==> src/rtl/byte_unstriping.sv <==
// Reassembles 32-bit words that arrive as four parallel lane bytes into a serial
// byte stream. Complete words are buffered in a 2-entry FIFO. Partial words and
// words that find the FIFO full raise sticky error flags.
module byte_unstriping (
  input  logic       clk1Mhz,
  input  logic       reset,
  input  logic [7:0] stripedLane0,
  input  logic [7:0] stripedLane1,
  input  logic [7:0] stripedLane2,
  input  logic [7:0] stripedLane3,
  input  logic       lane0VLD,
  input  logic       lane1VLD,
  input  logic       lane2VLD,
  input  logic       lane3VLD,
  input  logic       laneStrobe,
  output logic [7:0] byteUnstripingOUT,
  output logic       byteUnstripingVLD,
  output logic [1:0] counter,
  output logic       laneError,
  output logic       overflow
);

  typedef enum logic {IDLE, SEND} state_t;

  state_t      state_q, state_d;
  logic [31:0] mem_q [2];
  logic [31:0] mem_d [2];
  logic        rd_ptr_q, rd_ptr_d;
  logic        wr_ptr_q, wr_ptr_d;
  logic [1:0]  count_q, count_d;
  logic [7:0]  out_q, out_d;
  logic        vld_q, vld_d;
  logic [1:0]  cnt_q, cnt_d;
  logic        err_q, err_d;
  logic        ovf_q, ovf_d;

  logic        all_vld, any_vld, fifo_empty, fifo_full, push, pop;
  logic [31:0] lane_word, head_word;

  // Lane qualification and FIFO handshake decisions for this edge
  always_comb begin
    all_vld    = lane0VLD & lane1VLD & lane2VLD & lane3VLD;
    any_vld    = lane0VLD | lane1VLD | lane2VLD | lane3VLD;
    lane_word  = {stripedLane3, stripedLane2, stripedLane1, stripedLane0};
    head_word  = mem_q[rd_ptr_q];
    fifo_empty = (count_q == 2'd0);
    fifo_full  = (count_q == 2'd2);
    // The head is released on the edge that loads its last byte.
    pop        = (state_q == SEND) && (cnt_q == 2'd2);
    push       = laneStrobe && all_vld && (!fifo_full || pop);
  end

  // FIFO storage, pointers, occupancy and sticky flags
  always_comb begin
    mem_d    = mem_q;
    wr_ptr_d = wr_ptr_q;
    rd_ptr_d = rd_ptr_q;
    count_d  = count_q;
    if (push) begin
      mem_d[wr_ptr_q] = lane_word;
      wr_ptr_d        = ~wr_ptr_q;
    end
    if (pop) begin
      rd_ptr_d = ~rd_ptr_q;
    end
    case ({push, pop})
      2'b10:   count_d = count_q + 2'd1;
      2'b01:   count_d = count_q - 2'd1;
      default: count_d = count_q;
    endcase
    err_d = err_q | (laneStrobe & any_vld & ~all_vld);
    ovf_d = ovf_q | (laneStrobe & all_vld & fifo_full & ~pop);
  end

  // Output FSM: next state and registered byte/valid/counter
  always_comb begin
    state_d = state_q;
    out_d   = out_q;
    vld_d   = vld_q;
    cnt_d   = cnt_q;
    case (state_q)
      IDLE: begin
        out_d = '0;
        vld_d = 1'b0;
        cnt_d = '0;
        if (!fifo_empty) begin
          state_d = SEND;
          out_d   = head_word[7:0];
          vld_d   = 1'b1;
        end
      end
      SEND: begin
        if (cnt_q != 2'd3) begin
          cnt_d = cnt_q + 2'd1;
          out_d = head_word[{cnt_d, 3'b000} +: 8];
        end else if (!fifo_empty) begin
          // Previous head already popped, so head_word is the next word.
          cnt_d = '0;
          out_d = head_word[7:0];
        end else begin
          state_d = IDLE;
          vld_d   = 1'b0;
          out_d   = '0;
          cnt_d   = '0;
        end
      end
      default: state_d = IDLE;
    endcase
  end

  // State registers with asynchronous clear
  always_ff @(posedge clk1Mhz or posedge reset) begin
    if (reset) begin
      state_q  <= IDLE;
      for (int unsigned i = 0; i < 2; i++) mem_q[i] <= '0;
      rd_ptr_q <= 1'b0;
      wr_ptr_q <= 1'b0;
      count_q  <= '0;
      out_q    <= '0;
      vld_q    <= 1'b0;
      cnt_q    <= '0;
      err_q    <= 1'b0;
      ovf_q    <= 1'b0;
    end else begin
      state_q  <= state_d;
      mem_q    <= mem_d;
      rd_ptr_q <= rd_ptr_d;
      wr_ptr_q <= wr_ptr_d;
      count_q  <= count_d;
      out_q    <= out_d;
      vld_q    <= vld_d;
      cnt_q    <= cnt_d;
      err_q    <= err_d;
      ovf_q    <= ovf_d;
    end
  end

  assign byteUnstripingOUT = out_q;
  assign byteUnstripingVLD = vld_q;
  assign counter           = cnt_q;
  assign laneError         = err_q;
  assign overflow          = ovf_q;

endmodule

==> config.mk <==
export PLATFORM = sky130hd
export DESIGN_NAME = byte_unstriping
export DESIGN_NICKNAME = d
export VERILOG_FILES = /design/src/rtl/byte_unstriping.sv
export SDC_FILE = /design/constraint.sdc
export NUM_CORES = 1
export LEC_CHECK = 0
export CAP_MARGIN = 20
export CORE_UTILIZATION = 49
export DETAILED_ROUTE_END_ITERATION = 6
export GPL_TIMING_DRIVEN = 0
export PLACE_DENSITY_LB_ADDON = 0.25
export SLEW_MARGIN = 20
export SYNTH_ARGS = -nofsm -noshare
export SYNTH_HDL_FRONTEND = slang
export SYNTH_SLANG_ARGS = --single-unit
==> constraint.sdc <==
create_clock -name clk1Mhz -period 2.6 [get_ports clk1Mhz]
set_input_delay 0.52 -clock clk1Mhz [delete_from_list [all_inputs] [get_ports clk1Mhz]]
set_output_delay 0.52 -clock clk1Mhz [all_outputs]
set_load 0.01 [all_outputs]
==> flow_metrics.env, run 1 <==
export IMPL_yosys_mux_area_fraction_pct=29.9
export IMPL_synthesis_area_per_instance_um2=14.2
export IMPL_grt_overflow=0
export IMPL_final_cell_mix="dfrtp_1 (82), mux2_2 (58), clkdlybuf4s50_1 (51)"
export IMPL_maxCapViolations=0
export IMPL_crit_path_end_kind="flop"
export IMPL_rsz0062_at_grt="false"
export IMPL_endpoint="mem_q[59]"
export IMPL_p_leak_nw=2.07
export IMPL_use_met3_pct=3.79
export IMPL_path_delay_family="simple AND/OR/NAND/NOR gates"
export IMPL_wire_per_inst_um=18.0
export IMPL_ys_warn_count=0
export IMPL_finClkSkew_ns=0.00934
export IMPL_fin_crit_sh_pct=93.4
export IMPL_slowest_delay_ns=0.40
export IMPL_drt_iter0_drc=71
export IMPL_rows=31
export IMPL_ys_async_sr_fraction_pct=100
export IMPL_min_period_ns=2.43
export IMPL_antenna_cells=0
export IMPL_r2r_slack_ns=0.17
export IMPL_fin_util_pct=63.0
export IMPL_synth_edf_count=0
export IMPL_gp_congestion=0.804
export IMPL_synthAdderAreaFrac_pct=0.670
export IMPL_tightest_slew_ns=0.511
export IMPL_core_area_um2=7330
export IMPL_ant_nets=0
export IMPL_reg2reg_from="counter[0]"
export IMPL_powerDensity_nw_per_um2=1150
export IMPL_viasPerCell=5.49
export IMPL_gr_usage_met1_pct=30.0
export IMPL_worstSetupStartpointType="flop"
export IMPL_fill_cells=583
export IMPL_clkLatencyLatePin_ns=0.36
export IMPL_drt_wl_total_um=7800
export IMPL_synth_xor_area_share_pct=0.703
export IMPL_yosys_area_share_simple_pct=6.29
export IMPL_ys_seq_area_share_pct=54.9
export IMPL_synth_seq_cells=82
export IMPL_track_usage_pct=21.8
export IMPL_r2r_end="mem_q[59]"
export IMPL_ys_flop_type="dfrtp_1"
export IMPL_drc_errors=0
export IMPL_die_x_um=89.3
export IMPL_worstPathArrival_ns=2.66
export IMPL_cts_buffer_depth=2
export IMPL_synth_nets=305
export IMPL_root_buffer="clkbuf_8"
export IMPL_grt_use_met2_pct=34.7
export IMPL_dr_pass1_iters=4
export IMPL_nets=370
export IMPL_ff2ff_path_depth=8
export IMPL_die_y_um=89.3
export IMPL_grt_max_degree=36
export IMPL_cts_buffers=9
export IMPL_path_class="flop to flop"
export IMPL_cp_slowest_cell="dfrtp_1"
export IMPL_crit_chain="clkbuf_4, inv_1, ha_1, nand2_2, and3_4, nor3_4, buf_6, mux2_2"
export IMPL_critical_path_depth=8
export IMPL_antenna_found_initial=0
export IMPL_areaGrowthSynthToFinish_pct=23.5
export IMPL_synthDistinctLibCells=36
export IMPL_status="complete, no violations"
export IMPL_path_clk_slew_ns=0.08
export IMPL_final_common_cell="dfrtp_1"
export IMPL_port_buffers=51
export IMPL_start_util_pct=51.0
export IMPL_routed_via_count=2377
export IMPL_synth_compound_area_share_pct=4.99
export IMPL_cts_max_level=3
export IMPL_clock_sinks=82
export IMPL_fp_dieArea_um2=7980
export IMPL_grt_pass1_wl_um=12400
export IMPL_vdd_drop_max_uv=433
export IMPL_syn_inst=264
export IMPL_cts_tree="yes"
export IMPL_timing_slew_headroom_pct=65.8
export IMPL_crit_fanout=10
export IMPL_drive_gt1_share_pct=31.1
export IMPL_setup_viol=0
export IMPL_slew_viol_final=0
export IMPL_synth_area_um2=3740
export IMPL_cp_startpoint="counter[0]"
export IMPL_dp_hpwl_um=5580
export IMPL_fmax_mhz=412
export IMPL_crit_buf_inv=3
export IMPL_synth_top_family_by_area="multiplexers"
export IMPL_worstPathRequired_ns=2.84
export IMPL_power_w=0.00529
export IMPL_grt_busiest_layer="met2"
export IMPL_grt_pass1_vias=2442
export IMPL_finalHoldViolCount=0
export IMPL_hold_path_class="flop to flop"
export IMPL_ios=52
-- per-stage QoR --
step                setup TNS (ns)  hold WS (ns)  worst slack (ns)  area [um2]  cells
detailed placement       -0.000820         0.443         -0.000820        4420    416
finish                           0         0.463             0.172        4620    433
CTS                              0         0.460            0.0522        4590    432
global route                     0         0.494            0.0221        4620    433
global placement                 0         0.438            0.0233        4380    414
floorplan                        0         0.452             0.497        3740    264
-- layout make-up --
| class | count | area, um2 | share of cell area [%] |
|---|---|---|---|
| Sequential cell | 82 | 2050 | 44.5 |
| Inverter | 3 | 15.0 | 0.325 |
| Timing Repair Buffer | 54 | 558 | 12.1 |
| Clock inverter | 5 | 30.0 | 0.651 |
| Buffer | 12 | 86.3 | 1.87 |
| Multi-Input combinational cell | 167 | 1610 | 34.9 |
| Clock buffer | 11 | 141 | 3.06 |
| Tap cell | 99 | 124 | 2.68 |
-- sequential cells by signal (all words and copies together), names as in the netlist --
| name | flops |
|---|---|
| byteUnstripingOUT | 8 |
| state_q | 1 |
| wr_ptr_q | 1 |
| laneError | 1 |
| counter | 2 |
| rd_ptr_q | 1 |
| overflow | 1 |
| count_q | 2 |
| mem_q | 64 |
| byteUnstripingVLD | 1 |
-- cell usage after synthesis (2+ instances only) --
cell type,instances,area share (%)
dfrtp_1,82,55
a22o_1,3,0.70
ha_1,2,0.67
mux2i_1,16,4.3
mux4_2,8,4.8
o21ai_0,6,0.80
and3_1,3,0.50
a221o_1,3,0.80
nand2b_1,2,0.33
inv_1,3,0.30
nor2b_1,5,0.84
nor2_1,15,1.5
nor3_1,2,0.27
buf_6,3,0.90
mux2_2,58,17
a22oi_1,6,1.2
mux2_1,11,3.3
xnor2_1,2,0.47
buf_2,7,0.94
a21oi_1,5,0.67
nand3_1,4,0.54
nand2_1,2,0.20
buf_4,2,0.40
nand2_2,2,0.33
-- power breakdown --
part | internal, W | switching, W | leakage (nW)
clock | 0.000368 | 0.000449 | 0.0851
sequential | 0.00181 | 0.000312 | 1.04
combinational | 0.00127 | 0.00107 | 0.942
-- worst min-delay path by stage --
| stage | from | endpoint | slack [ns] | cells after the start |
|---|---|---|---|---|
| finish | laneError | laneError | 0.46 | 1 |
| global route | laneError | laneError | 0.49 | 1 |
| CTS | laneError | laneError | 0.46 | 1 |
| detailed placement | laneError | laneError | 0.44 | 1 |
| global placement | laneError | laneError | 0.44 | 1 |
| floorplan | mem_q[43] | mem_q[43] | 0.45 | 1 |
-- kinds of logic after synthesis --
| logic type | Yosys count |
|---|---|
| adder cells (fa/ha/maj) | 2 |
| AO/OA/AOI/OAI | 27 |
| AND/OR/NAND/NOR | 42 |
| buffers and inverters | 15 |
| flip-flops | 82 |
| XOR/XNOR | 3 |
| multiplexers | 93 |
-- metal layers --
metal | up-vias | share of wire (%)
li1 | 1104 | -
met3 | 11 | 4.1
met1 | 1197 | 46
met5 | - | 0
met4 | 0 | 1.8
met2 | 65 | 48
-- repair_timing --
| action | CTS | global route |
|---|---|---|
| endpoints found under the hold margin | 0 | 0 |
| gates resized for setup | 1 | 3 |
| setup endpoints to repair | 1 | 5 |
| setup buffers | 0 | 1 |
| hold buffers | 0 | 0 |
No activity file was read; power rests on OpenSTA's default activity.
==> inputs of run 2 (changes only) <==
Settings changed: CTS_BUF_LIST set to sky130_fd_sc_hd__clkbuf_16.
Clock period 2.6 ns to 2.2 ns, I/O delays scaled along.
==> flow_metrics.env, run 2 (synthesized netlist as in run 1, its figures left out) <==
export IMPL_cts_buffer_depth=2
export IMPL_drive_gt1_share_pct=32.8
export IMPL_fin_area_um2=4810
export IMPL_drt_iter0_drc=102
export IMPL_ant_nets=0
export IMPL_cts_buffers=9
export IMPL_maxCapViolations=0
export IMPL_fin_util_pct=65.6
export IMPL_endpoint="byteUnstripingOUT[6]"
export IMPL_worstPathRequired_ns=2.40
export IMPL_hold_ws_ns=0.434
export IMPL_crit_path_end_kind="flop"
export IMPL_worstPathArrival_ns=2.33
export IMPL_nets=377
export IMPL_final_seq_area_um2=2050
export IMPL_worstSetupStartpointType="flop"
export IMPL_vdd_drop_max_uv=596
export IMPL_areaGrowthSynthToFinish_pct=28.7
export IMPL_post_dp_cell_area_um2=4420
export IMPL_grt_max_degree=36
export IMPL_fp_dieArea_um2=7980
export IMPL_timing_slew_headroom_pct=66.2
export IMPL_min_period_ns=2.13
export IMPL_fmax_mhz=470
export IMPL_fin_crit_sh_pct=96.7
export IMPL_die_y_um=89.3
export IMPL_r2r_slack_ns=0.07
export IMPL_wire_per_inst_um=18.7
export IMPL_grt_pass1_wl_um=13200
export IMPL_rows=31
export IMPL_die_x_um=89.3
export IMPL_clkLatencyLatePin_ns=0.33
export IMPL_cp_startpoint="counter[0]"
export IMPL_dr_pass1_iters=4
export IMPL_ios=52
export IMPL_finalHoldViolCount=0
export IMPL_crit_fanout=8
export IMPL_antenna_cells=0
export IMPL_port_buffers=51
export IMPL_final_cell_mix="dfrtp_1 (82), mux2_2 (58), clkdlybuf4s50_1 (51)"
export IMPL_reg2reg_from="counter[0]"
export IMPL_drc_errors=0
export IMPL_tightest_slew_ns=0.504
export IMPL_fill_cells=551
export IMPL_setup_viol=0
export IMPL_ff2ff_path_depth=8
export IMPL_status="complete, no violations"
export IMPL_final_common_cell="dfrtp_1"
export IMPL_multi_input_area_um2=1620
export IMPL_track_usage_pct=23.1
export IMPL_core_area_um2=7330
export IMPL_finClkSkew_ns=0.00666
export IMPL_drt_wl_total_um=8240
export IMPL_grt_overflow=0
export IMPL_start_util_pct=51.0
export IMPL_p_leak_nw=2.16
export IMPL_gp_congestion=0.804
export IMPL_grt_pass1_vias=2519
export IMPL_hold_path_class="primary input to asynchronous set/reset pin"
export IMPL_largest_reg_flops=64
export IMPL_routed_via_count=2438
export IMPL_clock_sinks=82
export IMPL_r2r_end="byteUnstripingOUT[6]"
export IMPL_antenna_found_initial=0
export IMPL_slew_viol_final=0
export IMPL_powerDensity_nw_per_um2=1420
export IMPL_path_class="flop to flop"
export IMPL_cts_tree="yes"
export IMPL_viasPerCell=5.54
export IMPL_root_buffer="clkbuf_16"
export IMPL_regMostFlops="mem_q"
export IMPL_path_clk_slew_ns=0.06
export IMPL_cts_max_level=3
export IMPL_dp_hpwl_um=5580
## run 2: changes by cell type in the layout (fill, tap and decap cells not counted)
| cell | delta |
|---|---|
| clkbuf_16 | +9 |
| buf_4 | +7 |
| clkbuf_8 | -10 |
| clkbuf_1 | -1 |
| ha_4 | +1 |
| buf_2 | -3 |
| buf_12 | +1 |
| ha_1 | -1 |
| clkbuf_4 | -1 |
| buf_6 | +2 |
| clkinv_1 | +1 |
| clkinvlp_4 | +1 |
| buf_8 | +1 |
## run 2: layer usage
metal / track usage, % / vias up / wire [um]
met5: 0 / - / 0
met2: 37.6 / 43 / 3990
li1: - / 1123 / -
met4: 7.36 / 0 / 104
met1: 31.5 / 1262 / 3920
met3: 4.34 / 10 / 232
## run 2: power breakdown
group	total (W)	switching [W]	leakage [nW]	internal [W]
Sequential	0.00253	0.000380	1.04	0.00215
Clock	0.00133	0.000580	0.130	0.000749
Combinational	0.00297	0.00135	0.986	0.00161
## run 2: worst min-delay path by stage
stage | endpoint | slack [ns] | cells past startpoint
after global routing | mem_q[32] | 0.47 | 2
after CTS | mem_q[32] | 0.44 | 2
after detailed placement | laneError | 0.44 | 1
after global placement | laneError | 0.44 | 1
final | mem_q[28] | 0.43 | 2
after floorplan | mem_q[43] | 0.45 | 1
## run 2: per-stage QoR
stage | total power, W | setup TNS, ns | setup slack [ns] | cells
finish | 0.00682 | 0 | 0.0717 | 440
global route | 0.00719 | -0.00819 | -0.00819 | 440
CTS | 0.00674 | 0 | 0.0253 | 438
detailed placement | 0.00520 | -14.95 | -0.401 | 416
global placement | 0.00510 | -17.32 | -0.377 | 414
floorplan | 0.00438 | 0 | 0.0970 | 264
## run 2: repair_timing
item | 4_1_cts | 5_1_grt
cloned | 1 | 0
resized for setup | 13 | 1
buffers inserted | 5 | 2
endpoints found under the setup margin | 67 | 69
pin swaps | 1 | 0
hold buffers | 0 | 0
## run 2: cell type report
| class | instances | area share, % |
|---|---|---|
| buffer | 12 | 2.26 |
| clock buffer | 9 | 4.68 |
| clock inverter | 7 | 0.780 |
| inverter | 3 | 0.390 |
| multi-input combinational | 167 | 33.7 |
| sequential | 82 | 42.7 |
| tap | 99 | 2.57 |
| timing repair buffer | 61 | 13.0 |
## run 2: worst max-delay path: stages (launching register included)
cell,delay (ns)
dfrtp_1,0.39
buf_6,0.13
clkinvlp_4,0.10
ha_4,0.28
buf_6,0.15
mux2i_1,0.22
a21oi_1,0.12
a22o_1,0.28
a221o_1,0.33
==> inputs of run 3 (changes only) <==
Settings changed: CORE_UTILIZATION 49 to 40.
==> flow_metrics.env, run 3 (synthesized netlist as in run 1, its figures left out) <==
export IMPL_status="complete, no violations"
export IMPL_root_buffer="clkbuf_16"
export IMPL_crit_buf_inv=4
export IMPL_rows=34
export IMPL_met1_length_um=3850
export IMPL_drt_iter0_drc=94
export IMPL_path_class="flop to flop"
export IMPL_port_buffers=51
export IMPL_grt_overflow=0
export IMPL_reg2reg_from="counter[0]"
export IMPL_cp_slowest_cell="dfrtp_1"
export IMPL_worstPathArrival_ns=2.35
export IMPL_fp_dieArea_um2=9730
export IMPL_cts_buffer_depth=2
export IMPL_die_x_um=98.7
export IMPL_r2r_end="mem_q[58]"
export IMPL_clkLatencyLatePin_ns=0.34
export IMPL_p_leak_nw=2.23
export IMPL_drc_errors=0
export IMPL_power_w=0.00717
export IMPL_placed_cells=426
export IMPL_largest_reg_flops=64
export IMPL_regMostFlops="mem_q"
export IMPL_ff2ff_path_depth=9
export IMPL_crit_path_end_kind="flop"
export IMPL_crit_fanout=10
export IMPL_slowest_delay_ns=0.42
export IMPL_grt_pass1_wl_um=13900
export IMPL_drive_gt1_share_pct=33.9
export IMPL_nets=381
export IMPL_setup_viol=0
export IMPL_ios=52
export IMPL_timing_slew_headroom_pct=60.1
export IMPL_finalHoldViolCount=0
export IMPL_antenna_cells=0
export IMPL_crit_chain="buf_6, inv_2, ha_2, nand2_4, and3_4, nor3_4, buf_12, buf_8, mux2_2"
export IMPL_dr_pass1_iters=4
export IMPL_r2r_slack_ns=0.07
export IMPL_clock_sinks=82
export IMPL_maxCapViolations=0
export IMPL_tightest_slew_ns=0.595
export IMPL_worstSetupStartpointType="flop"
export IMPL_routed_via_count=2452
export IMPL_cts_tree="yes"
export IMPL_wire_per_inst_um=18.9
export IMPL_die_y_um=98.7
export IMPL_viasPerCell=5.41
export IMPL_core_area_um2=8890
export IMPL_vdd_drop_max_uv=646
export IMPL_instances_no_fill=453
export IMPL_powerDensity_nw_per_um2=1440
export IMPL_slew_viol_final=0
export IMPL_fmax_mhz=469
export IMPL_dp_hpwl_um=5710
export IMPL_final_common_cell="dfrtp_1"
export IMPL_grt_pass1_vias=2623
export IMPL_grt_max_degree=31
export IMPL_track_usage_pct=19.3
export IMPL_gp_congestion=0.724
export IMPL_fin_crit_sh_pct=97.0
export IMPL_finClkSkew_ns=0.00560
export IMPL_path_delay_family="buffers and inverters"
export IMPL_cts_buffers=9
export IMPL_ant_nets=0
export IMPL_worstPathRequired_ns=2.42
export IMPL_cts_max_level=3
export IMPL_final_cell_mix="dfrtp_1 (82), mux2_2 (58), clkdlybuf4s50_1 (51)"
export IMPL_start_util_pct=42.0
export IMPL_antenna_found_initial=0
export IMPL_areaGrowthSynthToFinish_pct=32.9
export IMPL_path_clk_slew_ns=0.06
export IMPL_min_period_ns=2.13
export IMPL_wl_met2_um=4180
export IMPL_routed_top_layer="met4"
export IMPL_dr_wl_met3_um=355
export IMPL_drt_wl_total_um=8540
export IMPL_hold_path_class="primary input to asynchronous set/reset pin"
-- run 3: changes by cell type in the layout (fill, tap and decap cells not counted), sizes merged --
cell | previous run | this run
buf | 22 | 26
clkinvlp | 4 | 3
clkinv | 4 | 2
bufinv | 0 | 3
-- run 3: timing repair --
action,4_1_cts,5_1_grt
resized for setup,11,8
pin swaps,2,1
hold buffers,0,0
endpoints found under the setup margin,67,66
buffers inserted,6,5
cloned,0,0
-- run 3: how the worst max path moves through the flow --
stage | slack, ns | endpoint | from | cells after the start
after floorplan | 0.1 | byteUnstripingOUT[4] | counter[0] | 8
after detailed placement | -0.46 | byteUnstripingOUT[7] | counter[0] | 9
after global placement | -0.51 | byteUnstripingOUT[5] | counter[0] | 9
final | 0.07 | mem_q[58] | counter[0] | 9
after CTS | 0.02 | byteUnstripingOUT[4] | counter[0] | 8
after global routing | -0.009 | mem_q[58] | counter[0] | 9
-- run 3: area by class of cell --
class	instances	area (um2)
plain buffers	12	124
clock buffers	9	225
clock inverters	7	118
fillers	741	3930
inverters	3	15.0
multi-input cells	167	1620
flip-flops and latches	82	2050
well taps	108	135
repair buffers	65	681
-- run 3: stage by stage --
step	utilization (%)	area, um2	hold slack (ns)	TNS, ns	setup slack, ns
finish	55.9	4970	0.454	0	0.0657
global route	55.9	4970	0.498	-0.0329	-0.00886
CTS	55.1	4900	0.465	0	0.0250
detailed placement	50.2	4460	0.464	-16.70	-0.458
global placement	49.3	4390	0.443	-25.30	-0.510
floorplan	-	3740	0.452	0	0.0970
-- run 3: per-layer routing --
| metal | vias to the layer above | global-route usage [%] |
|---|---|---|
| li1 | 1125 | - |
| met1 | 1257 | 25.0 |
| met2 | 58 | 31.7 |
| met3 | 12 | 4.33 |
| met4 | 0 | 7.35 |
| met5 | - | 0 |
-- run 3: worst reg2reg max path, stage by stage, from the launching register on --
cell,delay [ns]
dfrtp_1,0.42
buf_6,0.15
inv_2,0.09
ha_2,0.21
nand2_4,0.09
and3_4,0.22
nor3_4,0.17
buf_12,0.16
buf_8,0.16
mux2_2,0.35
-- run 3: power breakdown --
group / internal, W / switching [W]
sequential: 0.00215 / 0.000372
combinational: 0.00159 / 0.00133
clock: 0.00111 / 0.000615
total: 0.00485 / 0.00232
